===== src/rtl/alu_seq.sv =====
// Handshaked sequential ALU: single-cycle logic/arith ops and a WIDTH-cycle
// shift-add multiplier, with a registered result held until the consumer takes it.
module alu_seq #(
    parameter int WIDTH = 32
) (
    input  logic             clk,
    input  logic             reset,
    input  logic             in_valid,
    output logic             in_ready,
    input  logic [2:0]       select,
    input  logic [WIDTH-1:0] a,
    input  logic [WIDTH-1:0] b,
    output logic             out_valid,
    input  logic             out_ready,
    output logic [WIDTH-1:0] y,
    output logic             zero,
    output logic             carry,
    output logic             busy
);

    localparam int CW = $clog2(WIDTH + 1);

    localparam logic [2:0] OP_ZERO = 3'b000;
    localparam logic [2:0] OP_ADD  = 3'b001;
    localparam logic [2:0] OP_AND  = 3'b010;
    localparam logic [2:0] OP_OR   = 3'b011;
    localparam logic [2:0] OP_XOR  = 3'b100;
    localparam logic [2:0] OP_SLT  = 3'b101;
    localparam logic [2:0] OP_MUL  = 3'b110;
    localparam logic [2:0] OP_PASS = 3'b111;

    typedef enum logic [1:0] {
        IDLE = 2'd0,
        MUL  = 2'd1,
        DONE = 2'd2
    } state_t;

    state_t             state_reg;
    logic [CW-1:0]      cnt_reg;
    logic [WIDTH-1:0]   y_reg;
    logic               zero_reg;
    logic               carry_reg;
    logic               in_ready_reg;
    logic               out_valid_reg;
    logic               busy_reg;

    logic [2*WIDTH-1:0] mcand_reg;
    logic [WIDTH-1:0]   mplier_reg;
    logic [2*WIDTH-1:0] acc_reg;
    logic [2*WIDTH-1:0] acc_next;

    logic [WIDTH-1:0]   simple_y;
    logic               simple_carry;
    logic [WIDTH:0]     sum_ext;

    assign sum_ext = {1'b0, a} + {1'b0, b};

    // Result of every non-multiply opcode, computed straight from the inputs
    // so it can be captured on the acceptance edge.
    always_comb begin
        simple_y     = '0;
        simple_carry = 1'b0;
        case (select)
            OP_ADD: begin
                simple_y     = sum_ext[WIDTH-1:0];
                simple_carry = sum_ext[WIDTH];
            end
            OP_AND:  simple_y = a & b;
            OP_OR:   simple_y = a | b;
            OP_XOR:  simple_y = a ^ b;
            OP_SLT:  simple_y[0] = (a < b);
            OP_PASS: simple_y = a;
            default: simple_y = '0;
        endcase
    end

    assign acc_next = mplier_reg[0] ? (acc_reg + mcand_reg) : acc_reg;

    always_ff @(posedge clk) begin
        if (reset) begin
            state_reg     <= IDLE;
            cnt_reg       <= '0;
            y_reg         <= '0;
            zero_reg      <= 1'b0;
            carry_reg     <= 1'b0;
            in_ready_reg  <= 1'b1;
            out_valid_reg <= 1'b0;
            busy_reg      <= 1'b0;
            mcand_reg     <= '0;
            mplier_reg    <= '0;
            acc_reg       <= '0;
        end else begin
            case (state_reg)
                IDLE: begin
                    if (in_valid) begin
                        in_ready_reg <= 1'b0;
                        if (select == OP_MUL) begin
                            state_reg  <= MUL;
                            busy_reg   <= 1'b1;
                            cnt_reg    <= '0;
                            mcand_reg  <= {{WIDTH{1'b0}}, a};
                            mplier_reg <= b;
                            acc_reg    <= '0;
                        end else begin
                            state_reg     <= DONE;
                            out_valid_reg <= 1'b1;
                            y_reg         <= simple_y;
                            zero_reg      <= (simple_y == '0);
                            carry_reg     <= simple_carry;
                        end
                    end
                end
                MUL: begin
                    acc_reg    <= acc_next;
                    mcand_reg  <= mcand_reg << 1;
                    mplier_reg <= mplier_reg >> 1;
                    if (cnt_reg == CW'(WIDTH - 1)) begin
                        // Final step: publish the product taken from this step's sum.
                        cnt_reg       <= '0;
                        state_reg     <= DONE;
                        busy_reg      <= 1'b0;
                        out_valid_reg <= 1'b1;
                        y_reg         <= acc_next[WIDTH-1:0];
                        zero_reg      <= (acc_next[WIDTH-1:0] == '0);
                        carry_reg     <= |acc_next[2*WIDTH-1:WIDTH];
                    end else begin
                        cnt_reg <= cnt_reg + 1'b1;
                    end
                end
                DONE: begin
                    if (out_ready) begin
                        state_reg     <= IDLE;
                        out_valid_reg <= 1'b0;
                        in_ready_reg  <= 1'b1;
                    end
                end
                default: begin
                    state_reg     <= IDLE;
                    in_ready_reg  <= 1'b1;
                    out_valid_reg <= 1'b0;
                    busy_reg      <= 1'b0;
                end
            endcase
        end
    end

    assign in_ready  = in_ready_reg;
    assign out_valid = out_valid_reg;
    assign busy      = busy_reg;
    assign y         = y_reg;
    assign zero      = zero_reg;
    assign carry     = carry_reg;

endmodule


===== config.mk =====
export PLATFORM = sky130hd
export DESIGN_NAME = alu_seq
export DESIGN_NICKNAME = d
export VERILOG_FILES = /design/src/rtl/alu_seq.sv
export SDC_FILE = /design/constraint.sdc
export NUM_CORES = 1
export LEC_CHECK = 0
export CAP_MARGIN = 30
export CORE_MARGIN = 5
export CORE_UTILIZATION = 55
export DETAILED_ROUTE_END_ITERATION = 6
export PLACE_DENSITY = 0.78
export SETUP_SLACK_MARGIN = 0.05
export SLEW_MARGIN = 20
export SYNTH_ARGS = -nofsm -noshare
export SYNTH_HDL_FRONTEND = slang
export SYNTH_SLANG_ARGS = --single-unit

===== constraint.sdc =====
create_clock -name clk -period 3.7 [get_ports clk]
set_input_delay 0.555 -clock clk [delete_from_list [all_inputs] [get_ports clk]]
set_output_delay 0.555 -clock clk [all_outputs]
set_load 0.05 [all_outputs]

==> results of run 1 <==
==> kinds of logic (layout without fill, tap and decap cells) <==
group / count (synthesis) / in the layout / synth area share (%)
compound gates: 802 / 802 / 30.7
flops: 205 / 205 / 23.5
simple gates: 896 / 896 / 22.9
xor+xnor: 63 / 63 / 3.16
buf+inv: 277 / 731 / 6.12
fa+ha+maj: 162 / 162 / 11.7
mux: 30 / 30 / 1.86
==> metrics by stage <==
step | setup TNS, ns | cell area [um2] | utilization (%)
6_report | -0.0933 | 23300 | 74.0
5_1_grt | -0.219 | 23300 | 74.0
4_1_cts | -0.0100 | 23000 | 73.2
3_5_place_dp | -6.49 | 22000 | 69.8
3_3_place_gp | -4.82 | 22000 | 69.8
2_1_floorplan | 0 | 17500 | -
==> placed cells by master (no fill, tap or decap), types with 28 or more instances in the layout <==
| master | instances |
|---|---|
| a21o_1 | 47 |
| a21oi_1 | 204 |
| a22oi_1 | 91 |
| a311oi_1 | 65 |
| buf_4 | 466 |
| clkdlybuf4s50_1 | 101 |
| dfxtp_1 | 201 |
| ha_1 | 155 |
| inv_1 | 100 |
| nand2_1 | 342 |
| nand3_1 | 31 |
| nand4_1 | 47 |
| nor2_1 | 299 |
| nor3_1 | 28 |
| o21ai_0 | 121 |
| xnor2_1 | 47 |
==> timing repair <==
item                       in CTS  in global routing
setup buffers                   5                  4
resized for setup              48                 42
setup endpoints to repair       3                  8
pin swaps                      19                 22
==> path summary, 6_finish.rpt <==
path                              end  slack (ns)  cells after the start     startpoint
worst max register to register  carry       -0.09                     13  mcand_reg[28]
worst max-delay path            carry       -0.09                     13  mcand_reg[28]
worst min-delay path             y[4]        0.46                      2           y[4]
worst min register to register   y[4]        0.46                      2           y[4]
==> cell type report <==
type	instances	area, um2
clock buffers	28	646
clock inverters	15	175
fillers	2506	8200
inverters	101	379
multi-input cells	1953	12700
flip-flops and latches	205	4110
well taps	402	503
repair buffers	587	4780
==> power by group through the flow <==
stage,sequential (uW),clock (uW),combinational [uW]
3_3_place_gp,2380,0,1660
5_1_grt,2340,2620,1910
4_1_cts,2340,2530,1720
6_report,2340,2510,1800
2_1_floorplan,2450,0,792
3_5_place_dp,2380,0,1690
==> worst min-delay path: stages, from the launching register on <==
cell	delay [ns]
dfxtp_1	0.31
nand2_1	0.05
a21oi_1	0.05
==> layer usage <==
metal	share of wire, %	GRT usage, %	vias to the layer above
li1	-	-	9707
met1	40	50.3	9840
met2	45	63.9	1124
met3	8.5	5.43	253
met4	5.7	18.0	2
met5	0.018	0	-
==> impl_metrics.toml, run 1 <==
[setup_path]
cp.required_ns = 4.15
crit_family = "compound AO/OA/AOI/OAI gates"
end_kind = "flop"
crit_buf_inv = 1
path_common_cell = "o21ai_1"
crit_chain = "ha_1 > a21oi_1 > o21ai_1 > a21oi_1 > nand3_1 > o21ai_1 > o21ai_1 > a211o_1 > xor2_1 > nand4bb_1 > o41ai_1 > buf_4 > a21oi_2"
critical_path.max_stage_delay_ns = 0.40
path_class = "flop to flop"
cp_data_arrival_time_ns = 4.24
cp_slowest_cell = "a21oi_1"
cp-start-kind = "flop"
path_max_fanout = 4

[yosys]
syn_nets = 2668
ys_ff_latch = 205
synthCells = 2435
synth_cell_types = 87
synth_edf_count = 0
yosys-top-cells-count = "nand2_1 (343), nor2_1 (302), a21oi_1 (214)"
synth_ff_type = "dfxtp_1"
synth-async-reset-ratio_pct = 0
netlist_area_um2 = 17500
synth.yosys.seq_area_share_pct = 23.5
netlist.area_leader.share_pct = 23.5
synth_largest_area_cell = "dfxtp_1"
synth.most_common_cell = "nand2_1"
ys.warnings.count = 0
avgSynthCellArea_um2 = 7.17
synthTopCellsByArea = "dfxtp_1 (23%), ha_1 (11%), nand2_1 (7.4%)"

[final_layout]
layout.cells.non_filler = 3291
drive_above_1_share_pct = 21.9
area_growth_pct = 33.3
n_antenna_cell = 0
nets = 3105

[global_route]
grt_pass1_wl_mm = 112
antenna_found_initial = 1
grt_util_all_layers_pct = 38.7
grt_max_degree = 207
grt_overflow = 0
grt_pass1_vias = 20335

[sta]
min_period_ns = 3.79
fmax_mhz = 264
hold_violations = 0
setup_viol = 1
slew_viol_final = 0
rsz0062_at_grt = "true"
hold_ws_ns = 0.458
tightest_slew_ns = 1.07
finalWorstSetupSlack_ns = -0.0933
relSlewSlack_pct = 27.7
clock_skew_ns = 0.0145
fin_crit_sh_pct = 103

[route]
drc = 0
dr.pass1.iters = 6
routed_via_density = 6.36
wl_mm = 72.1
ant_nets = 0
vias = 20926
routedWlPerCell_um = 21.9
dr.first_iter.drc_count = 2068

[die]
num_rows = 65
die_height_um = 188
initial_utilization_pct = 55.5
dieWidth_um = 188
core_um2 = 31500
dieArea_um2 = 35400
io_pins = 108

[placed_design]
preCtsSetupSlack_ns = -0.873
hpwl_mm = 55.4
placed_cells = 3238
gp_congestion = 1.03
portBuffers = 107

[job]
maxCapViolations = 0

[pwr]
p_leak_uw = 0.0101
p_clk_share_pct = 37.7
internal_power_uw = 4510
power.density_nw_per_um2 = 286
p_comb_share_pct = 27.1
finalPower_uw = 6650
p_seq_share_pct = 35.2
swShare_pct = 32.2
power_switching_uw = 2140
vdd_drop_max_uv = 379

[clock_network]
cts_inserted_buffers = 24
clk_path_buf_depth = 3
ctsRootBufferMaster = "clkbuf_16"
htreeDepth = 1
path_clk_slew_ns = 0.06
insertion_delay_ns = 0.56
clock-sinks = 205
tritoncts = "done"
ctsHoldBuffers = 0

[status]
violations = "negative setup slack"
outcome = "finished with violations"

[hold_path]
hold_class = "flop to flop"
No activity file was read; power rests on OpenSTA's default activity.
==> run 2, diff against run 1 <==
- PLACE_DENSITY: 0.78 -> 0.75
- SLEW_MARGIN: 20 -> unset
- clock period: 3.7 -> 4.3 ns (I/O delays scaled with it)
==> impl_metrics.toml, run 2 (synthesized netlist as in run 1, its figures left out) <==
[hold_path]
hold_class = "flop to flop"
holdPathStages = 2
hp-start = "y[4]"
hold_end = "y[4]"

[die]
die_height_um = 188
io_pins = 108
dieWidth_um = 188
dieArea_um2 = 35400
initial_utilization_pct = 55.5
num_rows = 65
core_um2 = 31500

[setup_path]
crit_family = "compound AO/OA/AOI/OAI gates"
cp.required_ns = 4.71
crit_chain = "ha_1 > fa_1 > a21o_1 > nand4_1 > a2111oi_2 > buf_4 > o211a_1 > o31ai_2 > a21oi_1 > xnor2_1 > a21oi_1 > or4b_1 > nor4_4 > buf_4 > a21oi_1"
worstRegToRegCells = 15
cp_data_arrival_time_ns = 4.62
reg2reg_from = "mcand_reg[0]"
crit_buf_inv = 2
critical_path.max_stage_delay_ns = 0.64
path_max_fanout = 4
path_class = "flop to flop"
r2r_slack_ns = 0.1
cp-start-kind = "flop"
cp_slowest_cell = "or4b_1"
reg2reg_to = "carry"
end_kind = "flop"
path_common_cell = "a21oi_1"

[sta]
clock_skew_ns = 0.00844
slew_viol_final = 0
relSlewSlack_pct = 29.8
setup_viol = 0
min_period_ns = 4.20
rsz0062_at_grt = "true"
fmax_mhz = 238
fin_setup_tns_ns = 0
fin_crit_sh_pct = 97.8
hold_violations = 0
tightest_slew_ns = 1.05

[final_layout]
layout.cells.non_filler = 2975
mostFrequentLayoutCell = "nand2_1"
final_cell_mix = "nand2_1 (343), nor2_1 (300), a21oi_1 (214)"
drive_above_1_share_pct = 10.1
n_antenna_cell = 0
fillerInstances = 2847
nets = 2788
area_growth_pct = 17.5

[clock_network]
path_clk_slew_ns = 0.06
clock-sinks = 205
clk_path_buf_depth = 3
cts_inserted_buffers = 24
tritoncts = "done"
insertion_delay_ns = 0.55
htreeDepth = 1
ctsRootBufferMaster = "clkbuf_16"

[placed_design]
gp_congestion = 1.02
hpwl_mm = 51.0
placed_cells = 2928
portBuffers = 107

[route]
routedWlPerCell_um = 22.1
dr.pass1.iters = 5
vias = 19179
drc = 0
ant_nets = 0
routed_via_density = 6.45
dr.first_iter.drc_count = 1773
wl_mm = 65.9

[global_route]
grt_overflow = 0
antenna_found_initial = 2
grt_util_all_layers_pct = 35.6
grt_pass1_vias = 18079
grt_pass1_wl_mm = 103
grt_max_degree = 159

[pwr]
power.density_nw_per_um2 = 269
finalPower_uw = 5520
p_leak_uw = 0.00841
vdd_drop_max_uv = 284

[status]
outcome = "complete, no violations"

[job]
maxCapViolations = 0
-- run 2: cell types whose count changed in the layout (fill, tap and decap cells not counted), sizes merged --
cell	before	now
buf	482	165
dlymetal6s2s	2	0
clkinvlp	1	4
clkbuf	28	34
inv	103	102
clkdlybuf4s50	101	105
dlygate4sd2	2	0
clkinv	9	2
-- run 2: metrics by stage --
stage                     setup WS, ns  area [um2]  hold slack, ns  utilization [%]
after global routing            0.0467       20500           0.469             65.2
final                           0.0951       20500           0.449             65.2
after CTS                       0.0887       20500           0.452             65.1
after floorplan                  0.732       17500           0.444                -
after detailed placement        -0.276       19600           0.445             62.4
after global placement          -0.245       19600           0.438             62.4
-- run 2: how the worst max path moves through the flow --
stage / from / endpoint / slack, ns / depth (start not counted)
floorplan: a[0] / zero / 0.73 / 13
global placement: mcand_reg[0] / carry / -0.24 / 15
detailed placement: a[0] / zero / -0.28 / 15
CTS: mcand_reg[41] / carry / 0.09 / 13
global route: mcand_reg[0] / carry / 0.05 / 15
finish: mcand_reg[0] / carry / 0.1 / 15
-- run 2: cell type report --
cell class	instances	area, um2	share of cell area [%]
Multi-Input combinational cell	1953	12300	60.2
Sequential cell	205	4110	20.0
Timing Repair Buffer	270	2350	11.5
Clock buffer	34	699	3.41
Tap cell	402	503	2.45
Inverter	101	379	1.85
Clock inverter	10	139	0.677
-- run 2: power by group --
part | switching (uW) | internal, uW
logic | 813 | 507
registers | 52.1 | 1960
clock network | 869 | 1320
-- run 2: routing by layer --
metal,part of all wire (%),track usage (%)
met5,0.020,0
met4,4.8,13.9
met2,45,57.9
met3,7.9,4.93
met1,42,48.0
-- run 2: what timing repair did --
item | in CTS | in global routing
buffers inserted | 0 | 3
gates cloned | 0 | 0
endpoints found under the setup margin | 1 | 2
hold buffers | 0 | 0
resized for setup | 2 | 5
pin swaps | 0 | 1
-- run 2: worst reg2reg max path: cells and delay by family, from the launching register on --
| kind | cells | cell delay [ns] |
|---|---|---|
| compound gates | 7 | 1.38 |
| simple gates | 3 | 1.20 |
| fa+ha+maj | 2 | 0.65 |
| flops | 1 | 0.34 |
| buf+inv | 2 | 0.34 |
| xor+xnor | 1 | 0.17 |
==> run 3, diff against run 2 <==
- MAX_ROUTING_LAYER: unset -> met4
- SKIP_LAST_GASP: unset -> 1
==> impl_metrics.toml, run 3 (synthesized netlist as in run 1, its figures left out) <==
[setup_path]
path_common_cell = "a21oi_1"
reg2reg_from = "mcand_reg[0]"
cp-startpoint = "mcand_reg[0]"
critical_path.max_stage_delay_ns = 0.66
crit_buf_inv = 2
crit_cells = 15
end_kind = "flop"
crit_chain = "ha_1 > fa_1 > a21o_1 > nand4_1 > a2111oi_2 > buf_4 > o211a_1 > o31ai_4 > a21oi_1 > xnor2_1 > a21oi_1 > or4b_1 > nor4_2 > buf_4 > a21oi_1"
cp_data_arrival_time_ns = 4.57
crit_family = "compound AO/OA/AOI/OAI gates"
cp_slowest_cell = "or4b_1"
path_max_fanout = 4
worstRegToRegCells = 15
path_class = "flop to flop"
cp.required_ns = 4.73
cp-start-kind = "flop"

[pwr]
p_leak_uw = 0.00846
vdd_drop_max_uv = 316
power.density_nw_per_um2 = 277
finalPower_uw = 5720

[route]
dr.first_iter.drc_count = 1980
dr.pass1.iters = 7
drc = 3
ant_nets = 0
vias = 19505
routedWlPerCell_um = 22.4
routed_via_density = 6.55
wl_mm = 66.8

[sta]
clock_skew_ns = 0.0175
slew_viol_final = 0
setup_viol = 0
fmax_mhz = 242
finalWorstSetupSlack_ns = 0.164
min_period_ns = 4.14
tightest_slew_ns = 1.05
relSlewSlack_pct = 29.9
hold_violations = 0
rsz0062_at_grt = "false"
fin_crit_sh_pct = 96.2

[final_layout]
area_growth_pct = 18.0
mostFrequentLayoutCell = "nand2_1"
drive_above_1_share_pct = 10.4
post-route-util_pct = 65.5
final_cell_mix = "nand2_1 (343), nor2_1 (300), a21oi_1 (214)"
nets = 2791

[placed_design]
preCtsSetupSlack_ns = -0.282
portBuffers = 107
gp_congestion = 1.01
hpwl_mm = 51.0

[global_route]
grt_pass1_vias = 18523
antenna_found_initial = 2
grt_util_all_layers_pct = 37.1
grt_max_degree = 159
grt_pass1_wl_mm = 103
grt_overflow = 0

[hold_path]
hold_class = "flop to flop"
hp-start = "y[21]"
holdPathStages = 2

[clock_network]
htreeDepth = 1
clock-sinks = 205
cts_inserted_buffers = 25
ctsRootBufferMaster = "clkbuf_16"
tritoncts = "done"
ctsHoldBuffers = 0
insertion_delay_ns = 0.55
clk_path_buf_depth = 3
path_clk_slew_ns = 0.06

[job]
maxCapViolations = 0

[die]
num_rows = 65
dieWidth_um = 188
io_pins = 108
core_um2 = 31500
dieArea_um2 = 35400
initial_utilization_pct = 55.5
die_height_um = 188

[status]
violations = "design-rule violations"
outcome = "finished with violations"
[run 3: changes by cell type in the layout (fill, tap and decap cells not counted), moves of 2 or more]
cell | previous run | this run
diode_2 | 0 | 2
clkinvlp_4 | 4 | 1
clkbuf_8 | 4 | 2
clkinv_2 | 2 | 4
clkbuf_1 | 5 | 1
bufinv_16 | 3 | 6
buf_4 | 158 | 160
clkinv_4 | 0 | 4
a2111oi_2 | 1 | 3
[run 3: final cells by class]
cell class / count / area, um2
clock inverter: 15 / 243
clock buffer: 28 / 657
fill: 2823 / 10900
antenna: 2 / 5.00
tap: 402 / 503
inverter: 101 / 379
timing repair buffer: 272 / 2370
multi-input combinational: 1953 / 12400
sequential: 205 / 4110
[run 3: through the flow]
| step | cell area (um2) | cells | TNS (ns) | hold WS (ns) |
|---|---|---|---|---|
| 2_1_floorplan | 17500 | 2435 | 0 | 0.444 |
| 3_3_place_gp | 19700 | 2931 | -0.232 | 0.439 |
| 3_5_place_dp | 19700 | 2931 | -0.285 | 0.445 |
| 4_1_cts | 20600 | 2974 | 0 | 0.451 |
| 5_1_grt | 20600 | 2978 | 0 | 0.468 |
| 6_report | 20600 | 2978 | 0 | 0.450 |
[run 3: final timing paths]
check,slack (ns),endpoint
setup / recovery,0.16,carry
hold / removal,0.45,y[21]
setup reg to reg,0.16,carry
hold reg to reg,0.45,y[21]
[run 3: where the power goes]
group / internal (uW) / switching (uW)
sequential: 1960 / 52.3
combinational: 511 / 817
clock: 1460 / 919
total: 3930 / 1790
[run 3: worst register-to-register path: stages (launching register included)]
cell and delay, ns:
dfxtp_1 0.43, ha_1 0.24, fa_1 0.22, a21o_1 0.18
nand4_1 0.16, a2111oi_2 0.43, buf_4 0.21, o211a_1 0.28
o31ai_4 0.13, a21oi_1 0.26, xnor2_1 0.15, a21oi_1 0.14
or4b_1 0.66, nor4_2 0.30, buf_4 0.16, a21oi_1 0.07
[run 3: repair_timing]
| action | 4_1_cts | 5_1_grt |
|---|---|---|
| setup endpoints to repair | 1 | 2 |
| gates resized for setup | 1 | 8 |
| pin swaps | 0 | 1 |
| setup buffers | 0 | 2 |
[run 3: routing by layer]
| metal | GRT usage (%) | up-vias | routed length (um) |
|---|---|---|---|
| li1 | - | 9094 | - |
| met1 | 47.6 | 9161 | 27900 |
| met2 | 58.0 | 1017 | 29800 |
| met3 | 5.69 | 233 | 5570 |
| met4 | 16.4 | 0 | 3520 |
| met5 | - | - | 0 |
==> RTL change: new RTL, flow settings as in run 2 <==
Re-encode `state_t` (3 states) as one-hot, 3 bits wide.
--- a/src/rtl/alu_seq.sv
+++ b/src/rtl/alu_seq.sv
@@ -30,8 +30,8 @@
     localparam logic [2:0] OP_PASS = 3'b111;
 
-    typedef enum logic [1:0] {
-        IDLE = 2'd0,
-        MUL  = 2'd1,
-        DONE = 2'd2
+    typedef enum logic [2:0] {
+        IDLE = 3'b001,
+        MUL  = 3'b010,
+        DONE = 3'b100
     } state_t;
 
Behaviour: same outputs for any inputs over 4 cycles, from zero or initial values and one cycle with reset high; so few cycles prove little.
==> RTL change against run 2 <==
The flow now finishes with violations (design-rule violations). Total power rose by 8.5%. Critical path depth is 1 higher. Area after synthesis grew 0.43%. Global-route usage hardly changed. Count of clock-buffer cells in the layout fell by 5. Routed wire length grew 0.61%. Worst hold slack better by 4.9 ps. Worst setup slack improved by 65 ps. Sequential cell count increased by 1. Design area grew 4.8%. Critical path type is now input port to flip-flop. Largest power group unchanged.
==> RTL change: results <==
metrics = {
    "critical_path": {
        "r2r_slack_ps": 230,
        "critPathArrivalTime_ps": 4600,
        "critical_path_peak_fanout": 5,
    },
    "synthesis": {
        "ys_seq_area_share_pct": 23.5,
        "synth_common_cells": "365 x nand2_1, 280 x nor2_1, 206 x dfxtp_1",
        "synth_nets": 2676,
    },
    "run_status": {
        "violations": "design-rule violations",
        "status": "finished with violations",
    },
    "timing": {
        "finalClockSkew_ps": 11.8,
        "relSlewSlack_pct": 29.4,
    },
    "route": {
        "vias": 19654,
        "drc": 1,
        "drt_iter0_markers": 1982,
        "wl_per_cell_um": 21.5,
        "drt_first_pass_iters": 7,
    },
    "placement": {
        "gp_congestion": 1.05,
        "dpl.hpwl_mm": 50.9,
    },
    "global_route": {
        "grt_pass1_vias": 18427,
        "grt_first_pass_wirelength_mm": 103,
        "grt_max_degree": 156,
    },
    "pwr": {
        "ir_drop_uv": 361,
        "leakage_nw": 9.06,
    },
    "layout": {
        "drive_above_1_share_pct": 13.7,
        "nets": 2895,
    },
    "clock_network": {
        "numCtsBuffers": 25,
    },
}
==> RTL change: worst max-delay path, stage by stage <==
cell and delay [ps]:
clkdlybuf4s50_1 510, inv_1 60, ha_1 360, a21o_1 220
a211oi_2 220, o31ai_1 90, o21a_1 130, or4_4 550
nor3b_2 180, and4bb_1 200, nand4_1 160, nor4_4 330
buf_4 170, nand4_1 80, or4_1 500, o31ai_2 180
==> RTL change: worst paths after layout <==
path / startpoint / end / cells past startpoint
hold reg to reg: in_ready / in_ready / 1
setup / recovery: a[2] / zero / 16
hold / removal: in_ready / in_ready / 1
setup reg to reg: mcand_reg[0] / carry / 15
==> RTL change: cells by family after synthesis <==
| logic type | after synthesis | synth area share (%) |
|---|---|---|
| buffers and inverters | 279 | 6.19 |
| DFF | 206 | 23.5 |
| AOI/OAI and AO/OA | 771 | 29.4 |
| adders and majority gates | 162 | 11.6 |
| and+or+nand+nor | 929 | 24.0 |
| xor gates and xnor gates | 47 | 2.35 |
| muxes | 49 | 2.93 |
==> RTL change: through the flow <==
step	utilization (%)	instances	setup WS, ps	hold slack, ps	area (µm²)
6_report	68.2	3083	160	454	21500
5_1_grt	68.2	3082	34.3	471	21500
4_1_cts	67.8	3082	70.3	455	21400
3_5_place_dp	64.8	3037	-763	441	20500
3_3_place_gp	64.8	3036	-772	439	20400
2_1_floorplan	-	2443	455	432	17500
==> RTL change: area by class of cell <==
class | count | area, µm²
Multi-Input combinational cell | 1958 | 12500
Tap cell | 402 | 503
Clock buffer | 29 | 661
Fill cell | 2771 | 10000
Antenna cell | 1 | 2.50
Timing Repair Buffer | 362 | 3060
Inverter | 109 | 409
Clock inverter | 16 | 253
Sequential cell | 206 | 4130
==> RTL change: power breakdown <==
group          internal (W)  switching, W  total (W)
Sequential          0.00199     0.0000723    0.00206
Combinational      0.000617      0.000926    0.00154
Clock               0.00147      0.000916    0.00238
Total               0.00407       0.00191    0.00599
==> RTL change: repair_timing <==
action | in CTS | in global routing
resized for setup | 3 | 35
endpoints found under the setup margin | 1 | 3
pin swaps | 1 | 6
gates cloned | 0 | 0
==> RTL change: layer usage <==
layer  wire length, µm  GRT usage (%)  vias up  part of all wire (%)
met2             30300           58.3      887                    46
met1             28900           50.1     9344                    44
li1                  -              -     9297                     -
met4              2000           9.56        0                   3.0
met3              5080           4.09      126                   7.7
met5                 0              0        -                     0
